--- src/rtl/seq_pkg.sv ---
// Shared definitions for the serial sequence path (transmitter and detectors).
package seq_pkg;

    typedef enum logic [1:0] {
        IDLE = 2'd0,
        SEND = 2'd1,
        GAP  = 2'd2,
        FIN  = 2'd3
    } seq_state_e;

    localparam logic [3:0] DEF_PATTERN = 4'b1100;

endpackage

--- src/rtl/seq_tx_piso_shift.sv ---
// Parallel-load, shift-left register; the MSB is the serial output bit.
module piso_shift #(
    parameter int unsigned W = 4
) (
    input  logic         clk,
    input  logic         rst_n,
    input  logic         load,
    input  logic         shift,
    input  logic [W-1:0] din,
    output logic         msb
);

    logic [W-1:0] sr_q, sr_d;

    always_comb begin
        sr_d = sr_q;
        if (load) begin
            sr_d = din;
        end else if (shift) begin
            sr_d = {sr_q[W-2:0], 1'b0};
        end
    end

    always_ff @(posedge clk or negedge rst_n) begin
        if (!rst_n) begin
            sr_q <= '0;
        end else begin
            sr_q <= sr_d;
        end
    end

    assign msb = sr_q[W-1];

endmodule

--- src/rtl/seq_tx.sv ---
// Serial pattern transmitter: sends a latched pattern MSB-first rep_count times
// with gap_len idle-0 cycles between frames.
module seq_tx
    import seq_pkg::*;
#(
    parameter int unsigned         PAT_W   = 4,
    parameter int unsigned         CNT_W   = 8,
    parameter int unsigned         GAP_W   = 4,
    parameter logic [PAT_W-1:0]    PAT_DEF = PAT_W'(DEF_PATTERN)
) (
    input  logic             clk,
    input  logic             reset,
    input  logic             start,
    input  logic             use_def,
    input  logic [PAT_W-1:0] pattern,
    input  logic [CNT_W-1:0] rep_count,
    input  logic [GAP_W-1:0] gap_len,
    output logic             x,
    output logic             busy,
    output logic             frame_end,
    output logic             done
);

    localparam int unsigned BW = $clog2(PAT_W);
    localparam logic [BW-1:0] LAST_IDX = BW'(PAT_W - 1);

    seq_state_e       state_q, state_d;
    logic [BW-1:0]    bit_q, bit_d;
    logic [CNT_W-1:0] reps_q, reps_d;
    logic [GAP_W-1:0] gap_cnt_q, gap_cnt_d;
    logic [GAP_W-1:0] gap_len_q, gap_len_d;
    logic [PAT_W-1:0] pat_q, pat_d;
    logic [PAT_W-1:0] load_val;
    logic             load, shift, sr_msb;

    always_comb begin
        state_d   = state_q;
        bit_d     = bit_q;
        reps_d    = reps_q;
        gap_cnt_d = gap_cnt_q;
        gap_len_d = gap_len_q;
        pat_d     = pat_q;
        load      = 1'b0;
        shift     = 1'b0;
        load_val  = pat_q;
        case (state_q)
            IDLE: begin
                if (start) begin
                    pat_d     = use_def ? PAT_DEF : pattern;
                    gap_len_d = gap_len;
                    reps_d    = rep_count;
                    if (rep_count == '0) begin
                        state_d = FIN;
                    end else begin
                        state_d  = SEND;
                        load     = 1'b1;
                        load_val = pat_d;
                        bit_d    = LAST_IDX;
                    end
                end
            end
            SEND: begin
                if (bit_q == '0) begin
                    // reps_q==1 is tested before decrementing so a full-scale count never wraps
                    reps_d = reps_q - CNT_W'(1);
                    if (reps_q == CNT_W'(1)) begin
                        state_d = FIN;
                    end else if (gap_len_q == '0) begin
                        load  = 1'b1;
                        bit_d = LAST_IDX;
                    end else begin
                        state_d   = GAP;
                        gap_cnt_d = gap_len_q;
                    end
                end else begin
                    shift = 1'b1;
                    bit_d = bit_q - BW'(1);
                end
            end
            GAP: begin
                gap_cnt_d = gap_cnt_q - GAP_W'(1);
                if (gap_cnt_q == GAP_W'(1)) begin
                    state_d = SEND;
                    load    = 1'b1;
                    bit_d   = LAST_IDX;
                end
            end
            FIN: begin
                state_d = IDLE;
            end
            default: begin
                state_d = IDLE;
            end
        endcase
    end

    always_ff @(posedge clk or negedge reset) begin
        if (!reset) begin
            state_q   <= IDLE;
            bit_q     <= '0;
            reps_q    <= '0;
            gap_cnt_q <= '0;
            gap_len_q <= '0;
            pat_q     <= '0;
        end else begin
            state_q   <= state_d;
            bit_q     <= bit_d;
            reps_q    <= reps_d;
            gap_cnt_q <= gap_cnt_d;
            gap_len_q <= gap_len_d;
            pat_q     <= pat_d;
        end
    end

    piso_shift #(.W(PAT_W)) u_piso (
        .clk   (clk),
        .rst_n (reset),
        .load  (load),
        .shift (shift),
        .din   (load_val),
        .msb   (sr_msb)
    );

    assign x         = (state_q == SEND) && sr_msb;
    assign busy      = (state_q == SEND) || (state_q == GAP);
    assign frame_end = (state_q == SEND) && (bit_q == '0);
    assign done      = (state_q == FIN);

endmodule

--- config.mk ---
export PLATFORM = sky130hd
export DESIGN_NAME = seq_tx
export DESIGN_NICKNAME = d
export VERILOG_FILES = /design/src/rtl/seq_pkg.sv /design/src/rtl/seq_tx_piso_shift.sv /design/src/rtl/seq_tx.sv
export SDC_FILE = /design/constraint.sdc
export NUM_CORES = 1
export LEC_CHECK = 0
export ABC_CLOCK_PERIOD_IN_PS = 3300
export CAP_MARGIN = 15
export CORE_UTILIZATION = 40
export CTS_CLUSTER_DIAMETER = 30
export DETAILED_ROUTE_END_ITERATION = 7
export GPL_TIMING_DRIVEN = 0
export PLACE_DENSITY_LB_ADDON = 0.15
export SLEW_MARGIN = 20
export SYNTH_ARGS = -nofsm -noshare
export SYNTH_HDL_FRONTEND = slang
export SYNTH_SLANG_ARGS = --single-unit
export TNS_END_PERCENT = 100
--- constraint.sdc ---
create_clock -name clk -period 3.3 [get_ports clk]
set_clock_uncertainty 0.05 [all_clocks]
set_input_delay 0.495 -clock clk [delete_from_list [all_inputs] [get_ports clk]]
set_output_delay 0.495 -clock clk [all_outputs]
set_load 0.005 [all_outputs]
After elaboration in Yosys (flattened, before gate mapping)
Index checks and enable logic that the tools add are counted.
{"block": "totals", "ram_bits": 0, "reg_bits": 28, "rom_bits": 0, "out_inout_bits": 4, "memories": 0, "latch_bits": 0}
{"block": "op_classes", "n_bitwise": 0, "n_addsub": 3, "multipliers": 0, "n_reduce_logical": 16, "muxes": 36, "shifts": 0, "div": 0, "n_eq_ne": 14, "n_lt_le_gt_ge": 0}
{"op": "$mux W4", "n": 9}
{"op": "$mux W2", "n": 12}
{"op": "$mux W8", "n": 2}
{"op": "$pmux W8 S2", "n": 1}
{"op": "$ne A2 B2 Y1 const B", "n": 6}
{"op": "$ne A3 B3 Y1 const B", "n": 3}
{"op": "$eq A8 B1 Y1 const B", "n": 1}
{"op": "$logic_not A8 Y1", "n": 1}
{"op": "$mux W1", "n": 8}
{"op": "$pmux W2 S4", "n": 1}
{"op": "$pmux W4 S2", "n": 1}
{"op": "$reduce_and A4 Y1", "n": 2}
{"op": "$sub A8 B1 Y8 const B", "n": 1}
{"op": "$pmux W2 S3", "n": 1}
{"op": "$reduce_and A6 Y1", "n": 1}
{"op": "$reduce_bool A2 Y1", "n": 3}
{"op": "$eq A2 B2 Y1 const B", "n": 2}
{"op": "$eq A4 B1 Y1 const B", "n": 1}
{"op": "$logic_not A2 Y1", "n": 2}
{"op": "$logic_not A4 Y1", "n": 1}
{"op": "$sub A4 B1 Y4 const B", "n": 1}
{"op": "$pmux W1 S3", "n": 1}
{"op": "$reduce_and A3 Y1", "n": 1}
{"op": "$reduce_bool A3 Y1", "n": 1}
{"op": "5 further kinds", "n": 6}

Depth between registers and ports, before layout
Gate-level depths: netlist of the first run.
{"block": "depth", "ltp_word": 6, "depth_mapped": 9, "ltp_nobuf": 7}

Modules after synthesis
From an unflattened synthesis of the first run, not the netlist that was laid out.
{"block": "hier_totals", "hier_cells": 187, "area_unflattened_um2": 1732.9}
{"mod": "seq_tx", "area_per_inst_um2": 1564.0, "n_inst": 1, "cells_per_inst": 172}
{"mod": "piso_shift", "area_per_inst_um2": 168.9, "n_inst": 1, "cells_per_inst": 15}

Worst setup path before layout of the first run
OpenSTA, ideal clock, no wires.
{"block": "synth_path", "path_type": "register -> register", "start": "register gap_cnt_q[1]", "end": "register u_piso.sr_q[2]", "path_slack_ns": 1.462, "setup_ns": 0.094, "stages_incl_launch_ff": 8, "t_arrival_ns": 1.694, "period_less_slack_ns": 1.838, "cell_sequence": "dfrtp_1 inv_1 ha_1 or3b_1 nor3b_1 a31oi_4 mux2i_1 a211oi_1"}
{"block": "synth_between", "elab_chain_cells": 4, "word_cells_on_any_way": 5, "classes_between": "eq/ne (1); mux (3); reduce/logical (1)"}
{"item": "start: declaration", "line": "seq_tx.sv:30", "source": "logic [GAP_W-1:0] gap_cnt_q, gap_cnt_d;"}
{"item": "start signal: assignment", "line": "seq_tx.sv:109", "source": "gap_cnt_q <= gap_cnt_d;"}
{"item": "$eq A4 B1 Y1 (*)", "line": "seq_tx.sv:82", "source": "if (gap_cnt_q == GAP_W'(1)) begin"}
{"item": "$mux W1 (*)", "line": "seq_tx.sv:82"}
{"item": "$pmux W1 S3 (*)", "line": "seq_tx.sv:46", "source": "case (state_q)"}
{"item": "$mux W4 / $reduce_bool A2 Y1 (equally long branches)"}
{"item": "end signal: assignment", "line": "seq_tx_piso_shift.sv:28", "source": "sr_q <= sr_d;"}
{"item": "end: declaration", "line": "seq_tx_piso_shift.sv:13", "source": "logic [W-1:0] sr_q, sr_d;"}
Mark *: on every way between the ends. The rest lies on a longest branch, timed or not.
A chain may end at the register's enable or synchronous reset.

Worst setup path in the final report of the first run
{"block": "layout_path", "start": "register state_q[1]", "end": "output x"}
{"block": "layout_between", "elab_chain_cells": 2}
{"item": "start: declaration", "line": "seq_tx.sv:27", "source": "seq_state_e state_q, state_d;"}
{"item": "start signal: assignment", "line": "seq_tx.sv:106", "source": "state_q <= state_d;"}
{"item": "$eq A2 B1 Y1", "line": "seq_tx.sv:124", "source": "assign x = (state_q == SEND) && sr_msb;"}
{"item": "$logic_and A1 B1 Y1", "line": "seq_tx.sv:124"}
{"item": "end: declaration", "line": "seq_tx.sv:18", "source": "output logic x,"}
No other way between the ends.

==> results of run 1 <==
how the worst max path moves through the flow:
stage | start | endpoint | slack [ns] | cells after the start
after floorplan | gap_cnt_q[1]$_DFFE_PN0P_ | u_piso.sr_q[2]$_DFFE_PN0P_ | 1.46 | 7
after global placement | state_q[1]$_DFFE_PN0P_ | x | 0.77 | 6
after detailed placement | state_q[1]$_DFFE_PN0P_ | x | 0.73 | 6
after CTS | state_q[1]$_DFFE_PN0P_ | x | 0.40 | 6
after global routing | state_q[1]$_DFFE_PN0P_ | x | 0.22 | 6
final | state_q[1]$_DFFE_PN0P_ | x | 0.42 | 6
where the power goes:
| group | switching (uW) | leakage [uW] | internal (uW) |
|---|---|---|---|
| combinational | 604 | 0.000546 | 469 |
| clock | 114 | 0.0000357 | 163 |
| sequential | 165 | 0.000330 | 516 |
| total | 882 | 0.000911 | 1150 |
state kept, by name, indices dropped and copies added (netlist names):
register	flops
gap_cnt_q	4
bit_q	2
gap_len_q	4
state_q	2
pat_q	4
u_piso.sr_q	4
reps_q	8
cell usage in the layout (no fill, tap or decap), types with 2 or more instances in the layout:
master and instances:
sky130_fd_sc_hd__a211oi_1 4, sky130_fd_sc_hd__a21o_1 2, sky130_fd_sc_hd__a21oi_1 17, sky130_fd_sc_hd__and2_1 2
sky130_fd_sc_hd__buf_2 3, sky130_fd_sc_hd__clkbuf_1 5, sky130_fd_sc_hd__clkbuf_8 3, sky130_fd_sc_hd__clkdlybuf4s50_1 22
sky130_fd_sc_hd__dfrtp_1 28, sky130_fd_sc_hd__ha_1 9, sky130_fd_sc_hd__inv_1 12, sky130_fd_sc_hd__mux2_2 7
sky130_fd_sc_hd__mux2i_1 4, sky130_fd_sc_hd__nand2_1 21, sky130_fd_sc_hd__nand2b_1 6, sky130_fd_sc_hd__nand3_1 6
sky130_fd_sc_hd__nand3b_1 3, sky130_fd_sc_hd__nor2_1 17, sky130_fd_sc_hd__nor3_1 3, sky130_fd_sc_hd__nor4_1 4
sky130_fd_sc_hd__nor4_4 2, sky130_fd_sc_hd__o211ai_1 2, sky130_fd_sc_hd__o21ai_0 15, sky130_fd_sc_hd__o22ai_1 5
metal layers:
metal  vias up  track usage  wire (um)
met4         0      0.05867         46
met3         6      0.03783        129
li1        754            -          -
met5         -            0          0
met1       753       0.2348       1751
met2        25       0.3434       2127
area by class of cell:
class                      instances  area (um^2)  area share
sequential                        28        700.7      0.3258
buffer                             7        28.78     0.01338
timing repair buffer              23        225.2      0.1047
inverter                          12        45.04     0.02094
multi-input combinational        148         1017      0.4730
clock inverter                     1        30.03     0.01396
tap                               50        62.56     0.02909
clock buffer                       3        41.29     0.01920
metrics by stage:
step / util / instance area (um^2) / setup WS [ns] / std cells
after floorplan: - / 1792 / 1.462 / 195
after global placement: 0.5030 / 2085 / 0.7697 / 268
after detailed placement: 0.5018 / 2079 / 0.7273 / 268
after CTS: 0.5190 / 2151 / 0.4013 / 272
after global routing: 0.5190 / 2151 / 0.2194 / 272
final: 0.5190 / 2151 / 0.4168 / 272
kinds of logic after synthesis:
group / count (synthesis)
simple gates: 72
buf+inv: 19
fa+ha+maj: 9
mux: 11
flops: 28
compound gates: 56
==> flow_summary.rst, run 1 <==
.. list-table::
   :header-rows: 1

   * - Metric
     - Value
   * - Cell repeated most along the worst path
     - sky130_fd_sc_hd__clkbuf_1
   * - Overall Global Routing Usage
     - 0.1939
   * - Worst Max-Slew Pin Slew
     - 0.6637 ns
   * - I/O pin count
     - 24
   * - Unrepaired setup endpoints after global routing
     - false
   * - FP Rows
     - 23
   * - Clock buffers created by TritonCTS
     - 3
   * - Vias in the first global route
     - 1585
   * - Cell with the largest stage delay on the worst path
     - sky130_fd_sc_hd__clkdlybuf4s50_1
   * - Leakage
     - 0.0009112 uW
   * - Port Buf Inserts
     - 23
   * - Cell family with the largest share of critical-path delay
     - buffers and inverters
   * - Synth top area share
     - 0.3911
   * - CTS tree
     - done
   * - Max-cap viol count
     - 0
   * - Global-route wire length before repair
     - 6900 um
   * - Share of synthesized flip-flops with an asynchronous set or reset
     - 1.000
   * - Maximum frequency from static timing analysis
     - 346.8 MHz
   * - Syn-to-layout area delta
     - 20.04%
   * - Length of the first detailed-routing pass in iterations
     - 4
   * - Fill cell instance count of the final layout
     - 380
   * - Bufs and invs on worst path
     - 4
   * - Share of final-layout standard cells stronger than drive strength 1
     - 0.1081
   * - Number of distinct library cells after synthesis
     - 41
   * - Total power
     - 2030 uW
   * - Post-CTS Hold Fix Bufs
     - 0
   * - Final weighted congestion in routability-driven placement
     - 0.8070
   * - Initial standard-cell utilization of the core
     - 0.4324
   * - Number of diodes
     - 0
   * - Number of antenna violations at the first check in global routing
     - 0
   * - Via-to-Cell Ratio
     - 5.654
   * - Power Density
     - 943.8 nW/um^2
   * - Max-slew violation count
     - 0
   * - Final count of negative-setup-slack endpoints
     - 0
   * - Wire length per cell after detailed routing
     - 14.91 um
   * - Number of buffers inserted by post-CTS setup repair
     - 0
   * - Vias post-DR
     - 1538
   * - Maximum fanout encountered on the critical timing path
     - 10
   * - Portion of netlist area occupied by mux cells
     - 0.06634
   * - DRC violation total after the first TritonRoute iteration
     - 69
   * - Final net count
     - 252
   * - Top cell types by occurrence after synthesis
     - sky130_fd_sc_hd__dfrtp_1 (28), sky130_fd_sc_hd__nand2_1 (21), sky130_fd_sc_hd__a21oi_1 (17), sky130_fd_sc_hd__nor2_1 (17), sky130_fd_sc_hd__o21ai_0 (15)
   * - Min Tclk post-route
     - 2.883 ns
   * - Adder and majority cell fraction of the synthesized area
     - 0.06285
   * - Worst-skew pair later-pin latency
     - 0.28 ns
   * - Gate count after technology mapping
     - 195
   * - Compound-gate portion of the synthesized area
     - 0.2172
   * - Total Die Area
     - 4751 um^2
   * - Total overflow reported by the global router
     - 0
   * - Die extent in x
     - 68.93 um
   * - Worst stage delay on the critical path
     - 0.49 ns
   * - Routed wire length
     - 4055 um
   * - Maximum number of pins on one net before global-route repair
     - 29
   * - Crit start category
     - flip-flop
   * - Synthesized net count
     - 224
   * - Sequential-to-total area share from yosys stat
     - 0.3911
   * - Final-layout worst hold slack
     - 0.1838 ns
   * - Synthesized area per cell
     - 9.188 um^2
   * - Number of synthesized register bits
     - 28
   * - Netlist area before placement
     - 1792 um^2
   * - Core ar.
     - 4144 um^2
   * - Share of the synthesized netlist area taken by xor and xnor gates
     - 0
   * - Resized cells post-CTS
     - 0
   * - Post-synthesis cell type with the largest combined area
     - sky130_fd_sc_hd__dfrtp_1
   * - Post-synthesis simple-gate area fraction
     - 0.2214
   * - Post-CTS clock slew at the launch and capture registers of the worst setup and hold paths
     - 0.10 ns
   * - Worst vdd ir
     - 0.3715 mV
   * - R2R cell count
     - 7
   * - Type of the worst setup path
     - flip-flop to output port
   * - Largest family of logic cells by synthesized area
     - simple AND/OR/NAND/NOR gates
   * - Maximum count of clock buffers along a single path
     - 2
   * - Count of antenna-violating nets left after detailed routing
     - 0
   * - Hold violation total from the final report
     - 0
   * - Post-DP HPWL
     - 3154 um
   * - Primary flip-flop cell chosen by synthesis mapping
     - sky130_fd_sc_hd__dfrtp_1
   * - Tightest Hold Check Type
     - input pin to asynchronous set/reset pin
   * - DRC violation count after routing
     - 0
   * - Data arrival time of the critical path
     - 2.34 ns
   * - CTS root buf
     - sky130_fd_sc_hd__clkbuf_8
   * - Clk sink count
     - 28
   * - Setup_tns
     - 0 ns
   * - Register-to-register setup slack
     - 1.22 ns
   * - Critical Path RT
     - 2.75 ns
   * - Reg2reg start
     - state_q[1]$_DFFE_PN0P_
   * - Capturing element type of the critical path
     - output port
   * - Most common cell in the netlist
     - sky130_fd_sc_hd__dfrtp_1
   * - Maximum level of the CTS H-tree
     - 1
   * - Slew margin rel.
     - 0.5575
   * - CP cell instances
     - inv_1, ha_1, clkbuf_1, clkbuf_1, and2_1, clkdlybuf4s50_1
   * - Die Height
     - 68.93 um
   * - Critical register-to-register path endpoint
     - gap_cnt_q[2]$_DFFE_PN0P_
   * - Post-route clock period utilization
     - 0.8737
   * - Biggest area contributors in the synthesized netlist
     - sky130_fd_sc_hd__dfrtp_1 (39%), sky130_fd_sc_hd__ha_1 (6.3%), sky130_fd_sc_hd__a21oi_1 (4.7%)
   * - Synth Warn #
     - 0
   * - Result of the run
     - finished, final reports clean
   * - Count of flip-flops with a built-in enable after synthesis
     - 0
Power figures use the tool's default switching activity.
==> inputs of run 2 (changes only) <==
- CTS_CLUSTER_SIZE: not set -> 24
==> results of run 2 <==
Same layout as run 1: the final DEF is identical, and so are final timing and power.
==> edit, RTL diff (settings of run 1) <==
Change the parameter `PAT_W` from 4 to 8.
--- a/src/rtl/seq_tx.sv
+++ b/src/rtl/seq_tx.sv
@@ -3,7 +3,7 @@
 module seq_tx
     import seq_pkg::*;
 #(
-    parameter int unsigned         PAT_W   = 4,
+    parameter int unsigned         PAT_W   = 8,
     parameter int unsigned         CNT_W   = 8,
     parameter int unsigned         GAP_W   = 4,
     parameter logic [PAT_W-1:0]    PAT_DEF = PAT_W'(DEF_PATTERN)
Ports: changed (resized pattern); port bits go from 24 to 28. The function was not compared with the original's and may differ.
==> edit against run 1 <==
Non-clock buffer count is 6 higher. Design area is 28% higher. Clock power is 17% higher. Largest power group unchanged. Cell count is 25% higher. Sequential cell count is 9 higher. Synthesized area is 28% higher. Wire length is 19% higher. Worst setup slack worse by 47 ps. Total power is 15% higher. Hold slack worse by 170 ps. Utilization is 2.0 points lower. Synthesized cell count is 19% higher. First-iteration DRC count is 55% higher. Largest cell class unchanged.
==> edit: results <==
metrics = {
    "global_route": {
        "grt_usage": 0.183,
        "met3_usage": 0.0365,
        "grt_util_met2": 0.306,
        "grt_pass1_wl_mm": 8.65,
        "met1_usage": 0.240,
    },
    "placement": {
        "gp_congestion": 0.786,
        "placedInstanceArea_um2": 2660,
        "dp_cells": 332,
        "dpl_worst_slack_ps": 523,
        "io_buffers": 27,
    },
    "power": {
        "p_leak_nw": 1.20,
        "switching_share": 0.409,
        "p_sw_mw": 0.956,
        "peakVddDrop_mv": 0.310,
        "pwr-share-seq": 0.376,
        "p_comb_frac": 0.485,
    },
    "routing": {
        "vias": 1803,
        "wl_met1_mm": 2.24,
        "first_iter_violations": 107,
        "wl_mm": 4.84,
        "wl_met2_mm": 2.38,
        "wl_per_cell_um": 14.3,
    },
    "outcome": {
        "status": "finished, final reports clean",
    },
    "clock_network": {
        "clkTransAtPathRegs_ps": 80,
    },
    "worst_setup_path": {
        "crit_arrival_ps": 2390,
    },
    "sta": {
        "relSlewSlack": 0.414,
    },
    "synth": {
        "ys_top_cells_by_count": "37 x dfrtp_1, 22 x nand2_1, 21 x inv_1",
        "synthDistinctLibCells": 46,
        "synth_fp_nets": 266,
        "synthCells": 232,
        "synth_compound_area_frac": 0.170,
        "muxShareOfSynthArea": 0.161,
        "ys_top_cells_by_area": "dfrtp_1 41%, mux2i_1 8.8%, mux2_2 6.9%",
        "ys_seq_area_frac": 0.405,
        "synth_fa_ha_area_frac": 0.0547,
    },
    "cells_and_area": {
        "nets": 301,
        "drive_gt1_frac": 0.120,
        "nFillCells": 529,
    },
}
edit: worst paths after layout:
check	start	end	slack (ps)	depth (start not counted)
max in group asynchronous	reset	pat_q[6]$_DFFE_PN0P_	2750	2
min in group clk	pat_q[3]$_DFFE_PN0P_	pat_q[3]$_DFFE_PN0P_	430	2
min reg2reg	pat_q[3]$_DFFE_PN0P_	pat_q[3]$_DFFE_PN0P_	430	2
max	state_q[1]$_DFFE_PN0P_	x	370	6
max reg2reg	state_q[0]$_DFFE_PN0P_	u_piso.sr_q[3]$_DFFE_PN0P_	850	7
min	reset	state_q[1]$_DFFE_PN0P_	10	1
edit: layout make-up:
type                    instances  area, um^2  share of cell area
multi-input cells             166        1250               0.455
flip-flops and latches         37         926               0.337
repair buffers                 28         285               0.104
well taps                      72        90.1              0.0328
clock buffers                   7        86.3              0.0314
inverters                      21        78.8              0.0287
plain buffers                   8        32.5              0.0118
